<file path="src/rtl/display_scanner_pkg.sv">
// Shared constants and bundle types for the 4-digit display scanner.
// Reused by the scanner top level and the downstream segment decoder.
package display_scanner_pkg;
  localparam int NUM_DIGITS = 4;
  localparam logic [3:0] ANODE_OFF = 4'b1111;
  localparam logic DP_OFF = 1'b1;

  typedef logic [1:0] idx_t;

  typedef struct packed {
    logic [15:0] val;
    logic [3:0]  dp;
  } frame_t;
endpackage

</file>
<file path="src/rtl/display_scanner_if.sv">
// Bus bundle between a value producer and the display scanner.
// master drives value/control, slave drives digit/anode outputs.
interface display_scanner_if;
  logic [15:0] val;
  logic [3:0]  dp_in;
  logic        load;
  logic        en;
  logic        blank_lz;
  logic [3:0]  nibble;
  logic [3:0]  an;
  logic        dp;
  logic        frame_done;

  modport master (
    output val, dp_in, load, en, blank_lz,
    input  nibble, an, dp, frame_done
  );

  modport slave (
    input  val, dp_in, load, en, blank_lz,
    output nibble, an, dp, frame_done
  );
endinterface

</file>
<file path="src/rtl/display_scanner_refresh_tick.sv">
// Free-running slot counter; tick is high on the last cycle of a slot.
// Wraps 0..REFRESH_DIV-1.
module refresh_tick #(
  parameter int REFRESH_DIV = 50000
) (
  input  logic clk,
  input  logic rst,
  output logic tick
);
  localparam int W = (REFRESH_DIV > 1) ? $clog2(REFRESH_DIV) : 1;
  localparam logic [W-1:0] LAST = W'(REFRESH_DIV - 1);

  logic [W-1:0] r_cnt;

  assign tick = (r_cnt == LAST);

  always_ff @(posedge clk) begin
    if (rst)
      r_cnt <= '0;
    else if (tick)
      r_cnt <= '0;
    else
      r_cnt <= r_cnt + W'(1);
  end
endmodule

</file>
<file path="src/rtl/display_scanner.sv">
// Multiplexed 4-digit scanner with frame-synchronous value update
// and optional leading-zero blanking.
module display_scanner
  import display_scanner_pkg::*;
#(
  parameter int REFRESH_DIV = 50000
) (
  input  logic              clk,
  input  logic              rst,
  display_scanner_if.slave  bus
);
  logic        w_tick;
  logic        w_bound;
  logic [3:0]  w_blank;
  logic [3:0]  w_an;
  idx_t        r_idx;
  logic [15:0] r_disp;
  logic [3:0]  r_dpr;
  frame_t      r_pend;
  logic        r_pend_v;
  logic        r_fd;

  refresh_tick #(
    .REFRESH_DIV(REFRESH_DIV)
  ) u_tick (
    .clk  (clk),
    .rst  (rst),
    .tick (w_tick)
  );

  assign w_bound = w_tick && (r_idx == 2'd3);

  always_ff @(posedge clk) begin
    if (rst) begin
      r_idx    <= '0;
      r_disp   <= '0;
      r_dpr    <= '0;
      r_pend   <= '0;
      r_pend_v <= 1'b0;
      r_fd     <= 1'b0;
    end else begin
      r_fd <= w_bound;
      if (w_tick)
        r_idx <= r_idx + 1'b1;
      // A load on the boundary bypasses pend and drops any older value.
      if (bus.load && w_bound) begin
        r_disp   <= bus.val;
        r_dpr    <= bus.dp_in;
        r_pend_v <= 1'b0;
      end else if (bus.load) begin
        r_pend   <= '{val: bus.val, dp: bus.dp_in};
        r_pend_v <= 1'b1;
      end else if (w_bound && r_pend_v) begin
        r_disp   <= r_pend.val;
        r_dpr    <= r_pend.dp;
        r_pend_v <= 1'b0;
      end
    end
  end

  always_comb begin
    w_blank = '0;
    for (int k = 1; k < NUM_DIGITS; k++)
      w_blank[k] = bus.blank_lz && ((r_disp >> (4 * k)) == '0);
  end

  always_comb begin
    w_an = ANODE_OFF;
    if (bus.en && !w_blank[r_idx])
      w_an[r_idx] = 1'b0;
  end

  assign bus.nibble     = r_disp[{r_idx, 2'b00} +: 4];
  assign bus.an         = w_an;
  assign bus.dp         = w_blank[r_idx] ? DP_OFF : ~r_dpr[r_idx];
  assign bus.frame_done = r_fd;
endmodule

</file>
<file path="src/flat_wrapper.sv">
// flat-port wrapper written by rule: the top's interface ports become plain ports
module display_scanner_flat import display_scanner_pkg::*;
#(
  parameter int REFRESH_DIV = 50000
)
  (clk, rst, bus_val, bus_dp_in, bus_load, bus_en, bus_blank_lz, bus_nibble, bus_an, bus_dp, bus_frame_done);
  display_scanner_if bus_i ();
  input  logic clk;
  input  logic rst;
  input wire logic [$bits(bus_i.val)-1:0] bus_val;
  input wire logic [$bits(bus_i.dp_in)-1:0] bus_dp_in;
  input wire logic [$bits(bus_i.load)-1:0] bus_load;
  input wire logic [$bits(bus_i.en)-1:0] bus_en;
  input wire logic [$bits(bus_i.blank_lz)-1:0] bus_blank_lz;
  output wire logic [$bits(bus_i.nibble)-1:0] bus_nibble;
  output wire logic [$bits(bus_i.an)-1:0] bus_an;
  output wire logic [$bits(bus_i.dp)-1:0] bus_dp;
  output wire logic [$bits(bus_i.frame_done)-1:0] bus_frame_done;
  assign bus_i.val = bus_val;
  assign bus_i.dp_in = bus_dp_in;
  assign bus_i.load = bus_load;
  assign bus_i.en = bus_en;
  assign bus_i.blank_lz = bus_blank_lz;
  assign bus_nibble = bus_i.nibble;
  assign bus_an = bus_i.an;
  assign bus_dp = bus_i.dp;
  assign bus_frame_done = bus_i.frame_done;
  display_scanner #(.REFRESH_DIV(REFRESH_DIV)) u_core (.clk(clk), .rst(rst), .bus(bus_i));
endmodule
</file>
<file path="config.mk">
export PLATFORM = sky130hd
export DESIGN_NAME = display_scanner_flat
export DESIGN_NICKNAME = d
export VERILOG_FILES = /design/src/rtl/display_scanner_pkg.sv /design/src/rtl/display_scanner_if.sv /design/src/rtl/display_scanner_refresh_tick.sv /design/src/rtl/display_scanner.sv /design/src/flat_wrapper.sv
export SDC_FILE = /design/constraint.sdc
export NUM_CORES = 1
export LEC_CHECK = 0
export CORE_UTILIZATION = 29
export DETAILED_ROUTE_END_ITERATION = 7
export PLACE_DENSITY = 0.45
export REMOVE_ABC_BUFFERS = 1
export SLEW_MARGIN = 20
export SYNTH_ARGS = -nofsm -noshare
export SYNTH_HDL_FRONTEND = slang
export SYNTH_HIERARCHICAL = 1
export SYNTH_SLANG_ARGS = --single-unit
export TNS_END_PERCENT = 30
</file>
<file path="constraint.sdc">
create_clock -name clk -period 3 [get_ports clk]
set_input_delay 0.45 -clock clk [delete_from_list [all_inputs] [get_ports clk]]
set_output_delay 0.45 -clock clk [all_outputs]
set_load 0.03 [all_outputs]
</file>
Word level (Yosys, flattened, before mapping)
Index checks and enable logic that the tools add are counted.

Add/subtract/negate cells: 2. $lt $le $gt $ge: 2. Equality and inequality tests: 3. Shift operators: 1. Multiplexer cells: 16. Bitwise gates (word level): 3. Reduce and logical (&&, ||, !) cells: 18.

Operator list (number): zero test 16 bit (3); two-way mux 16 bit (3); adder 16 x 1 -> 16 bit, second input constant (1); == test 16 bit, second input constant (1); two-way mux 4 bit (4); variable part select 16 x 5 -> 4 bit (1); logical AND 1 bit (8); two-way mux 1 bit (6); binary-select mux 1 bit (select 2 bit) (2); NOT 4 bit (1); AND reduction 2 bit (2); nonzero test 2 bit (2); OR reduction 2 bit (2); < comparator 2 x 3 -> 1 bit, second input constant (1); adder 2 x 1 -> 2 bit, second input constant (1); demux 1 bit (select 2 bit) (1); == test 2 bit, second input constant (1); >= comparator 2 x 1 -> 1 bit, second input constant (1); inequality test 2 x 1 -> 1 bit, second input constant (1); NOT 1 bit (2); zero test 1 bit (1).

Bits in registers: 60. Input port bits: 25.

Depth between registers and ports, before layout
Depth in word-level cells: 7. Mapped depth: 7. Mapped depth without buffers: 6.

Modules after synthesis
Netlist, hierarchy kept.

Modules (own cells, without submodules): display_scanner (times used 1, cells an instance 230, area each 2097.0 µm², seq. area each 880.8 µm²); refresh_tick (times used 1, cells an instance 81, area each 710.7 µm², seq. area each 320.3 µm²).

Worst setup path after synthesis
OpenSTA, ideal clock, no wires.

Path kind: flip-flop to output port. Start: reg u_core.r_idx[0]. End: out bus_dp. Arrival time: 1560 ps. Data required time: 2550 ps. Setup slack: 990 ps. Stages on the path, launching flop included: 5. Buffers on the path: 1. Cells stage by stage: dfxtp_1 buf_2 and2_1 o211ai_2 o21ai_0.

Cells in the longest elaborated chain, start to end: 4.

RTL lines: start, declared (line display_scanner.sv:16) `idx_t r_idx;`; start signal, assigned (line display_scanner.sv:44) `r_idx <= r_idx + 1'b1;`; binary-select mux 1 bit (select 2 bit) (line display_scanner.sv:75) `assign bus.dp = w_blank[r_idx] ? DP_OFF : ~r_dpr[r_idx];`; two-way mux 1 bit (implied by the code) (line display_scanner.sv:75); NOT 1 bit (line display_scanner.sv:75); two-way mux 1 bit * (line display_scanner.sv:75); end, declared (line flat_wrapper.sv:17) `output wire logic [$bits(bus_i.dp)-1:0] bus_dp;`.

Mark *: on every way between the ends. The rest lies on a longest branch, timed or not. The select of a mux whose other input is x is not followed.

Worst setup path in the final report
Ends and elaborated chain as after synthesis.

==> metrics.md <==
| Metric | Value |
|---|---|
| DRC | `0` |
| Top Ports | `35` |
| Synth Instances | `311` |
| Clock transition at path regs | `0.07 ns` |
| Register bit total from synthesis | `60` |
| Count of cell types in the netlist | `38` |
| Die width | `100 um` |
| P&R area growth vs syn | `23.0%` |
| Sequential element share of the synthesized area | `0.428` |
| Post-CTS Hold Buffers | `0` |
| Most frequent cells in the layout | `dfxtp_1 (60), nand2_1 (44), nor2_1 (43)` |
| Synth Cell Area | `between 2000 and 3000 um^2` |
| Vias in the first global route | `~2100` |
| Final setup viols | `0` |
| Largest net degree at the start of global routing | `28` |
| Clock H-tree levels | `3` |
| Share of layout cells above drive strength 1 | `0.143` |
| Post-CTS setup buffers | `0` |
| Input/output buffers | `34` |
| Post-cts repair resize count | `0` |
| Core Util, Final | `0.370` |
| Detail Route Antenna Nets | `0` |
| Placed Area | `~3200 um^2` |
| Worst Tran Pin Value | `0.650 ns` |
| Nets@finish | `approximately 370` |
| Final Hold Fails | `0` |
| Placed wire-length estimate | `4360 um` |
| Mapped Avg Cell Area | `between 9 and 10 um^2` |
| Core Box Area | `9330 um^2` |
| TNS Setup | `0 ns` |
| First-pass GRT wire length | `around 11000 um` |
| Post-synth EDFFs | `0` |
| CP max FO | `11` |
| Cell area after layout | `3450 um^2` |
| Power per cell area | `roughly 500 nW/um^2` |
| Die height | `roughly 100 um` |
| RSZ-0062 raised after global routing | `no` |
| Critical Path AT | `between 2 and 2.5 ns` |
| Hold Slack | `0.452 ns` |
| Drt initial violations | `109` |
| Maximum clock insertion buffer count | `2` |
| GR Overflow Total | `0` |
| Clk_skew | `0.0136 ns` |
| N_diodes | `0` |
| Critical path type | `flip-flop to output port` |
| Commonest non-fill, non-tap cell in the layout | `dfxtp_1` |
| Worst slew margin | `0.566` |
| Synth async-reset ratio | `0` |
| Root buffer cell | `clkbuf_8` |
| Vias post-DR | `2216` |
| Placed cell count | `around 460` |
| Clk sinks | `60` |
| Pins Over Slew Limit | `0` |
| Ys flop type | `dfxtp_1` |
| Worst Setup Start Kind | `flip-flop` |
| Initial antenna violation count | `0` |
| Hold crit path type | `flip-flop to flip-flop` |
| Period utilization | `0.930` |
| Pre-CTS WS | `roughly 0.52 ns` |
| Period minus WS final | `~2.8 ns` |
| TritonCTS Buffers | `9` |
| P_leak | `roughly 1.1 nW` |
| Placement row count | `35` |
| Setup WS post-layout | `approximately 0.21 ns` |
| WP data required | `~2.6 ns` |
| Die ar. | `just over 10000 um^2` |
| Fmax achieved | `between 300 and 400 MHz` |
| CTS tree | `yes` |
| Fillcell total | `940` |
| CP Capture Type | `output port` |
| Finished Layout Cells | `approximately 470` |
| Total Power | `1.77 mW` |
| Number of detailed-route iterations in the first pass | `4` |
| Final RePlAce weighted congestion | `0.740` |
| Status | `complete, no violations` |
| Avg WL per Cell | `approximately 14 um` |
| Insertion delay to the later sink of the worst-skew pair | `0.34 ns` |
| Global router's overall resource usage | `0.142` |
| Initial Utilization | `0.301` |
| Max IR drop VDD | `around 0.27 mV` |
| Maximum Capacitance Violations | `0` |
| Final Routed Wirelength | `around 6600 um` |
| Synth Warn # | `6` |
| Vias per cell | `approximately 4.7` |
## worst max-delay path, stage by stage, from the launching register on
cell and delay (ns):
dfxtp_1 0.66, mux4_2 0.57, o21ai_0 0.09, clkdlybuf4s50_1 0.70
## power by group
part	internal [mW]	switching, mW	total, mW
sequential	0.815	0.0134	0.829
clock	0.493	0.324	0.818
combinational	0.0570	0.0704	0.127
total	1.37	0.408	1.77
## synthesized netlist by cell type, drive strengths merged (2+ instances only)
cell    instances  area share
or3b           10       0.031
buf            20       0.040
nor3            6       0.011
and2            2      0.0045
nor4            6       0.013
nor4bb          2      0.0071
a211oi         20       0.089
nor2           43       0.057
o21ai          11       0.020
nand4           4       0.011
o211ai          5       0.015
nand2          44       0.059
nand3           5      0.0089
ha              5       0.022
mux4            5       0.040
o22ai          10       0.022
inv             7      0.0094
a21oi          20       0.036
xnor2          14       0.044
dfxtp          60        0.43
clkbuf          2      0.0027
## final timing paths
kind                                     start                              to  slack (ns)  depth (start not counted)
max               u_core/r_idx[0]$_SDFFE_PP0P_                          bus_dp        0.21                          3
min              u_core/r_pend[0]$_SDFFE_PP0P_   u_core/r_pend[0]$_SDFFE_PP0P_        0.45                          2
max reg2reg  u_core/u_tick/r_cnt[0]$_SDFF_PP0_  u_core/r_disp[13]$_SDFFE_PP0P_        0.77                          7
min reg2reg      u_core/r_pend[0]$_SDFFE_PP0P_   u_core/r_pend[0]$_SDFFE_PP0P_        0.45                          2
## per-layer routing
metal  GRT usage  vias up  wire (um)
li1            -     1142          -
met1       0.205     1019       3520
met2       0.201       46       2780
met3      0.0279        9        217
met4      0.0669        0         99
met5           0        -          0
## cell type report
cell class,instances,area (um^2),area share
clock inverter,5,85.1,0.0246
timing repair buffer,38,378,0.109
clock buffer,11,141,0.0409
multi-input combinational,222,1460,0.423
tap,129,161,0.0467
sequential,60,1200,0.348
inverter,7,26.3,0.00761
## state kept, by name, summed over array words and instances (netlist names)
name	flops
u_core/r_disp	16
u_core/r_pend	20
u_core/bus.frame_done	1
u_core/r_pend_v	1
u_core/r_idx	2
u_core/r_dpr	4
u_core/u_tick/r_cnt	16
## cell families (layout without fill, tap and decap cells)
kind of cell	count (synthesis)	count (layout)	synth area share
DFF	60	60	0.428
AOI/OAI and AO/OA	70	70	0.194
muxes	6	6	0.0437
and+or+nand+nor	126	126	0.213
adders and majority gates	5	5	0.0223
xor gates and xnor gates	15	15	0.0468
buffers and inverters	29	61	0.0521
No activity file was read; power rests on OpenSTA's default activity.
